===== src/rtl/usb_rx_decoder_if.sv =====
// Line-side and bit-timer signals of the USB full-speed receive front end.
// The master drives the raw lines and shift_en; the slave (decoder) returns the decoded bit status.
interface usb_rx_decoder_if;
  logic d_plus;
  logic d_minus;
  logic shift_en;
  logic d_edge;
  logic d_orig;
  logic bit_stuff;
  logic eop;
  logic stuff_err;

  modport master (
    output d_plus, d_minus, shift_en,
    input  d_edge, d_orig, bit_stuff, eop, stuff_err
  );

  modport slave (
    input  d_plus, d_minus, shift_en,
    output d_edge, d_orig, bit_stuff, eop, stuff_err
  );
endinterface


===== src/rtl/usb_rx_decoder.sv =====
// USB full-speed receive front end: line synchroniser, edge detect, NRZI decode, bit-stuff and SE0 detection.
// Optional macro USB_RX_STUFF_ERR_EN enables the stuff_err pulse on a missing stuff transition.
module usb_rx_decoder #(
  parameter int SYNC_STAGES = 2,
  parameter int STUFF_LEN   = 6
) (
  input  logic            clk,
  input  logic            rst,
  usb_rx_decoder_if.slave bus
);
  localparam int CNT_W = $clog2(STUFF_LEN + 1);
  localparam logic [CNT_W-1:0] CNT_FULL = CNT_W'(STUFF_LEN);
  localparam logic [CNT_W-1:0] CNT_ONE  = CNT_W'(1);

  logic [SYNC_STAGES-1:0] dp_sync;
  logic [SYNC_STAGES-1:0] dm_sync;
  logic                   dp_s;
  logic                   dm_s;
  logic                   dp_s_q;
  logic                   d_edge_q;

  logic                   prev_d,    prev_d_n;
  logic [CNT_W-1:0]       ones_cnt,  ones_cnt_n;
  logic                   d_orig_q,  d_orig_n;
  logic                   stuff_q,   stuff_n;
  logic                   eop_q,     eop_n;
  logic                   err_q,     err_n;
  logic                   se0;
  logic                   decoded;

  // Synchronisers reset to idle J (D+ high, D- low) so no spurious edge follows reset.
  always_ff @(posedge clk) begin
    if (rst) begin
      dp_sync  <= '1;
      dm_sync  <= '0;
      dp_s_q   <= 1'b1;
      d_edge_q <= 1'b0;
    end else begin
      dp_sync  <= {dp_sync[SYNC_STAGES-2:0], bus.d_plus};
      dm_sync  <= {dm_sync[SYNC_STAGES-2:0], bus.d_minus};
      dp_s_q   <= dp_s;
      d_edge_q <= dp_s ^ dp_s_q;
    end
  end

  assign dp_s    = dp_sync[SYNC_STAGES-1];
  assign dm_s    = dm_sync[SYNC_STAGES-1];
  assign se0     = ~dp_s & ~dm_s;
  assign decoded = (dp_s == prev_d);

  always_comb begin
    prev_d_n   = prev_d;
    ones_cnt_n = ones_cnt;
    d_orig_n   = d_orig_q;
    stuff_n    = stuff_q;
    eop_n      = eop_q;
    err_n      = 1'b0;
    if (bus.shift_en) begin
      if (se0) begin
        // SE0 wins over a pending stuff bit; prev_d=1 makes the following J decode as a 1.
        eop_n      = 1'b1;
        d_orig_n   = 1'b0;
        ones_cnt_n = '0;
        stuff_n    = 1'b0;
        prev_d_n   = 1'b1;
      end else begin
        eop_n    = 1'b0;
        d_orig_n = decoded;
        prev_d_n = dp_s;
        if (ones_cnt == CNT_FULL) begin
          stuff_n    = 1'b0;
          ones_cnt_n = '0;
`ifdef USB_RX_STUFF_ERR_EN
          // A missing transition in the stuff slot is itself the first one of a new run.
          if (decoded) begin
            err_n      = 1'b1;
            ones_cnt_n = CNT_ONE;
          end
`endif
        end else if (decoded) begin
          ones_cnt_n = ones_cnt + CNT_ONE;
          stuff_n    = (ones_cnt + CNT_ONE == CNT_FULL);
        end else begin
          ones_cnt_n = '0;
        end
      end
    end
  end

  always_ff @(posedge clk) begin
    if (rst) begin
      prev_d   <= 1'b1;
      ones_cnt <= '0;
      d_orig_q <= 1'b1;
      stuff_q  <= 1'b0;
      eop_q    <= 1'b0;
      err_q    <= 1'b0;
    end else begin
      prev_d   <= prev_d_n;
      ones_cnt <= ones_cnt_n;
      d_orig_q <= d_orig_n;
      stuff_q  <= stuff_n;
      eop_q    <= eop_n;
      err_q    <= err_n;
    end
  end

  assign bus.d_edge    = d_edge_q;
  assign bus.d_orig    = d_orig_q;
  assign bus.bit_stuff = stuff_q;
  assign bus.eop       = eop_q;
  assign bus.stuff_err = err_q;
endmodule


===== src/flat_wrapper.sv =====
// flat-port wrapper written by rule: the top's interface ports become plain ports
module usb_rx_decoder_flat 
#(
  parameter int SYNC_STAGES = 2,
  parameter int STUFF_LEN   = 6
)
  (clk, rst, bus_d_plus, bus_d_minus, bus_shift_en, bus_d_edge, bus_d_orig, bus_bit_stuff, bus_eop, bus_stuff_err);
  usb_rx_decoder_if bus_i ();
  input  logic clk;
  input  logic rst;
  input wire logic [$bits(bus_i.d_plus)-1:0] bus_d_plus;
  input wire logic [$bits(bus_i.d_minus)-1:0] bus_d_minus;
  input wire logic [$bits(bus_i.shift_en)-1:0] bus_shift_en;
  output wire logic [$bits(bus_i.d_edge)-1:0] bus_d_edge;
  output wire logic [$bits(bus_i.d_orig)-1:0] bus_d_orig;
  output wire logic [$bits(bus_i.bit_stuff)-1:0] bus_bit_stuff;
  output wire logic [$bits(bus_i.eop)-1:0] bus_eop;
  output wire logic [$bits(bus_i.stuff_err)-1:0] bus_stuff_err;
  assign bus_i.d_plus = bus_d_plus;
  assign bus_i.d_minus = bus_d_minus;
  assign bus_i.shift_en = bus_shift_en;
  assign bus_d_edge = bus_i.d_edge;
  assign bus_d_orig = bus_i.d_orig;
  assign bus_bit_stuff = bus_i.bit_stuff;
  assign bus_eop = bus_i.eop;
  assign bus_stuff_err = bus_i.stuff_err;
  usb_rx_decoder #(.SYNC_STAGES(SYNC_STAGES), .STUFF_LEN(STUFF_LEN)) u_core (.clk(clk), .rst(rst), .bus(bus_i));
endmodule

===== config.mk =====
export PLATFORM = sky130hd
export DESIGN_NAME = usb_rx_decoder_flat
export DESIGN_NICKNAME = d
export VERILOG_FILES = /design/src/rtl/usb_rx_decoder_if.sv /design/src/rtl/usb_rx_decoder.sv /design/src/flat_wrapper.sv
export SDC_FILE = /design/constraint.sdc
export NUM_CORES = 1
export LEC_CHECK = 0
export CORE_AREA = 2 2 39 41
export DETAILED_ROUTE_END_ITERATION = 12
export DIE_AREA = 0 0 41 43
export GPL_TIMING_DRIVEN = 0
export HOLD_SLACK_MARGIN = 0.1
export PLACE_DENSITY = 0.68
export RECOVER_POWER = 25
export SYNTH_ARGS = -nofsm -noshare
export SYNTH_HDL_FRONTEND = slang
export SYNTH_SLANG_ARGS = --single-unit

===== constraint.sdc =====
create_clock -name clk -period 1.55 [get_ports clk]
set_input_delay 0.2325 -clock clk [delete_from_list [all_inputs] [get_ports clk]]
set_output_delay 0.2325 -clock clk [all_outputs]
set_load 0.005 [all_outputs]

==> metrics.csv <==
stage;metric;value;unit
floorplan;IO Count;10;
job;Max Cap Violations;0;
pwr;Pint;487;uW
sta;crit share post-route;87.3;%
global_route;vias in the first global route;434;
yosys;library cells used by synthesis;29;
clock_tree;total CTS buffers;3;
clock_tree;H-tree depth;1;
floorplan;width of the die;41;um
yosys;sequential element share of the synthesized area;44.3;%
min_path;worst hold path type;reg -> reg;
setup_path;Max stage delay on crit path;0.50;ns
sta;Max Freq;739;MHz
pwr;clock network power share;33.4;%
yosys;Yosys Warn Count;0;
pwr;Worst IR Drop VDD;0.627;mV
sta;fin crit period;1.35;ns
route;vias per std cell;4.84;
placed_design;Final GP Congestion;0.753;
floorplan;DIE AREA;1760;um^2
layout;Sequential Area;260;um^2
placed_design;Port Buf Inserts;8;
yosys;area of the mapped netlist;587;um^2
pwr;PwrDens;896;nW/um^2
route;via count;436;
setup_path;Crit path max-delay family;buffers and inverters;
placed_design;Placed Area;687;um^2
placed_design;Place WS;0.0787;ns
pwr;Lkg Pwr;0.304;nW
layout;final instance area;713;um^2
setup_path;maximum fanout along the worst path;2;
setup_path;critical path arrival;1.12;ns
layout;Antenna Diode Count;0;
global_route;initial antenna violation count;0;
layout;Syn-to-layout area delta;21.5;%
pwr;Sw Pwr;152;uW
pwr;Power, Total;639;uW
clock_tree;Clock transition at path regs;0.08;ns
route;DRC;0;
run_status;status;finished clean;
layout;Multi-input gate area;284;um^2
setup_path;WS Path Type;reg -> out;
floorplan;die height;43;um
setup_path;R2R setup slack;0.24;ns
route;drt first pass iters;4;
setup_path;WP data required;1.32;ns
yosys;syn_nets;70;
clock_tree;CTS Buffer Depth;2;
sta;Post-Route Setup TNS;0;ns
placed_design;half-perimeter wire length after placement;700;um
route;DRT Wirelength;928;um
sta;Pins Over Slew Limit;0;
route;post-route ant nets;0;
clock_tree;TritonCTS clock tree;yes;
sta;Setup-failing EPs final;0;
pwr;Comb power frac;11.0;%
global_route;global route overflow;0;
sta;Clock Skew;0.00426;ns
setup_path;worst path bufs/invs;1;
layout;share of cells above drive strength 1;14.9;%
clock_tree;Worst-Skew Late Latency;0.28;ns
floorplan;# rows;14;
sta;worst setup margin;0.197;ns
clock_tree;Clk Tree Root Cell;clkbuf_4;
clock_tree;Hold-fix buffers, CTS;0;
setup_path;CP max stage cell;clkdlybuf4s50_1;
sta;Hold Fails Final Rpt;0;
floorplan;Initial Util;42.4;%
clock_tree;postcts setup bufs;0;
route;wire length per cell;10.3;um
route;DR iter-0 viols;5;
floorplan;core area;1380;um^2
yosys;synthesized area per cell;9.46;um^2
sta;RSZ-0062 raised after global routing;false;
yosys;FF+latch count, synth;13;
clock_tree;Clock Sink Count;13;
layout;nets;83;
global_route;GRT Total Usage;15.5;%
layout;fillers;140;
global_route;largest net degree at the start of global routing;11;
yosys;Synth Instances;62;
pwr;Sw Ratio;23.9;%
clock_tree;post_cts resized;0;
setup_path;cells along the critical path;clkdlybuf4s50_1;
sta;Hold Slack;0.420;ns
pwr;sequential power share;55.6;%
setup_path;CP endpoint kind;primary output;
setup_path;Startpoint Class;flip-flop;
global_route;global-route wire length before repair;1.81;mm
## final timing paths
path | depth (start not counted) | end | from
worst max register to register | 5 | u_core.bus.bit_stuff | u_core.ones_cnt[0]
worst min-delay path | 1 | u_core.dp_sync[1] | u_core.dp_sync[0]
worst min register to register | 1 | u_core.dp_sync[1] | u_core.dp_sync[0]
worst max-delay path | 1 | bus_d_orig | u_core.bus.d_orig
## cells in the mapped netlist, drive strengths merged
library cell  count  share of area (%)
nand3b            1                1.3
nor3              1               0.85
nand2b            1                1.1
conb              1               0.64
xnor2             2                3.0
a21o              1                1.3
nor3b             3                5.8
o2bb2ai           1                1.5
o22ai             1                1.1
buf               3                4.1
o21ai             1               0.85
dfxtp            13                 44
a311oi            1                1.5
nor2              3                1.9
and2              1                1.1
o2111ai           2                3.0
o21bai            1                1.3
inv               4                2.6
and3b             1                1.7
or2               3                3.2
clkbuf            1               0.64
nor2b             2                2.1
ha                3                6.4
xor2              1                1.5
a21oi             5                4.3
nand2             5                3.2
## power groups by stage
stage	Sequential, mW	Clock [mW]	Combinational, mW
2_1_floorplan	0.363	0	0.0433
3_3_place_gp	0.363	0	0.0685
3_5_place_dp	0.363	0	0.0712
4_1_cts	0.356	0.220	0.0714
5_1_grt	0.358	0.230	0.0804
6_report	0.355	0.214	0.0701
## registers in the layout (all words and copies together) (netlist names)
name                  cells
u_core.bus.eop            1
u_core.prev_d             1
u_core.dp_s_q             1
u_core.bus.d_edge         1
u_core.bus.bit_stuff      1
u_core.dp_sync            2
u_core.bus.d_orig         1
u_core.dm_sync            2
u_core.ones_cnt           3
## cell type report
cell class,instances,area share [%]
Buffer,4,3.86
Inverter,4,2.11
Clock buffer,4,3.68
Sequential cell,13,36.5
Timing Repair Buffer,8,11.2
Tap cell,16,2.81
Multi-Input combinational cell,41,39.8
## logic make-up (layout without fill, tap and decap cells)
| group | count (synthesis) | in the layout | synth area share, % |
|---|---|---|---|
| flops | 13 | 13 | 44.3 |
| xor+xnor | 3 | 3 | 4.48 |
| compound gates | 13 | 13 | 14.7 |
| other cells | 1 | 1 | 0.639 |
| fa+ha+maj | 3 | 3 | 6.40 |
| simple gates | 21 | 21 | 22.2 |
| buf+inv | 8 | 20 | 7.25 |
## stage by stage
| step | std cells | utilization [%] |
|---|---|---|
| after floorplan | 62 | - |
| after global placement | 86 | 49.6 |
| after detailed placement | 86 | 49.6 |
| after CTS | 90 | 51.5 |
| final | 90 | 51.5 |
| after global routing | 90 | 51.5 |
## per-layer routing
layer  global-route usage, %  wire length (um)  share of wire [%]  vias to the layer above
met5                       0                 0                  0                        -
met4                    8.00                28                3.0                        0
met3                    4.71                45                4.8                        2
met2                    21.3               415                 45                       11
met1                    21.1               439                 47                      194
li1                        -                 -                  -                      229
## cell usage in the layout, fill, tap and decap left out, types with 2 or more instances in the layout
| cell type | instances |
|---|---|
| xnor2_1 | 2 |
| nor3b_1 | 2 |
| ha_1 | 3 |
| dfxtp_1 | 13 |
| clkbuf_1 | 2 |
| inv_1 | 4 |
| clkdlybuf4s50_1 | 7 |
| clkbuf_4 | 3 |
| or2_2 | 3 |
| nand2_1 | 5 |
| nor2b_1 | 2 |
| a21oi_1 | 5 |
| nor2_1 | 3 |
| o2111ai_1 | 2 |
Power figures use the tool's default switching activity.
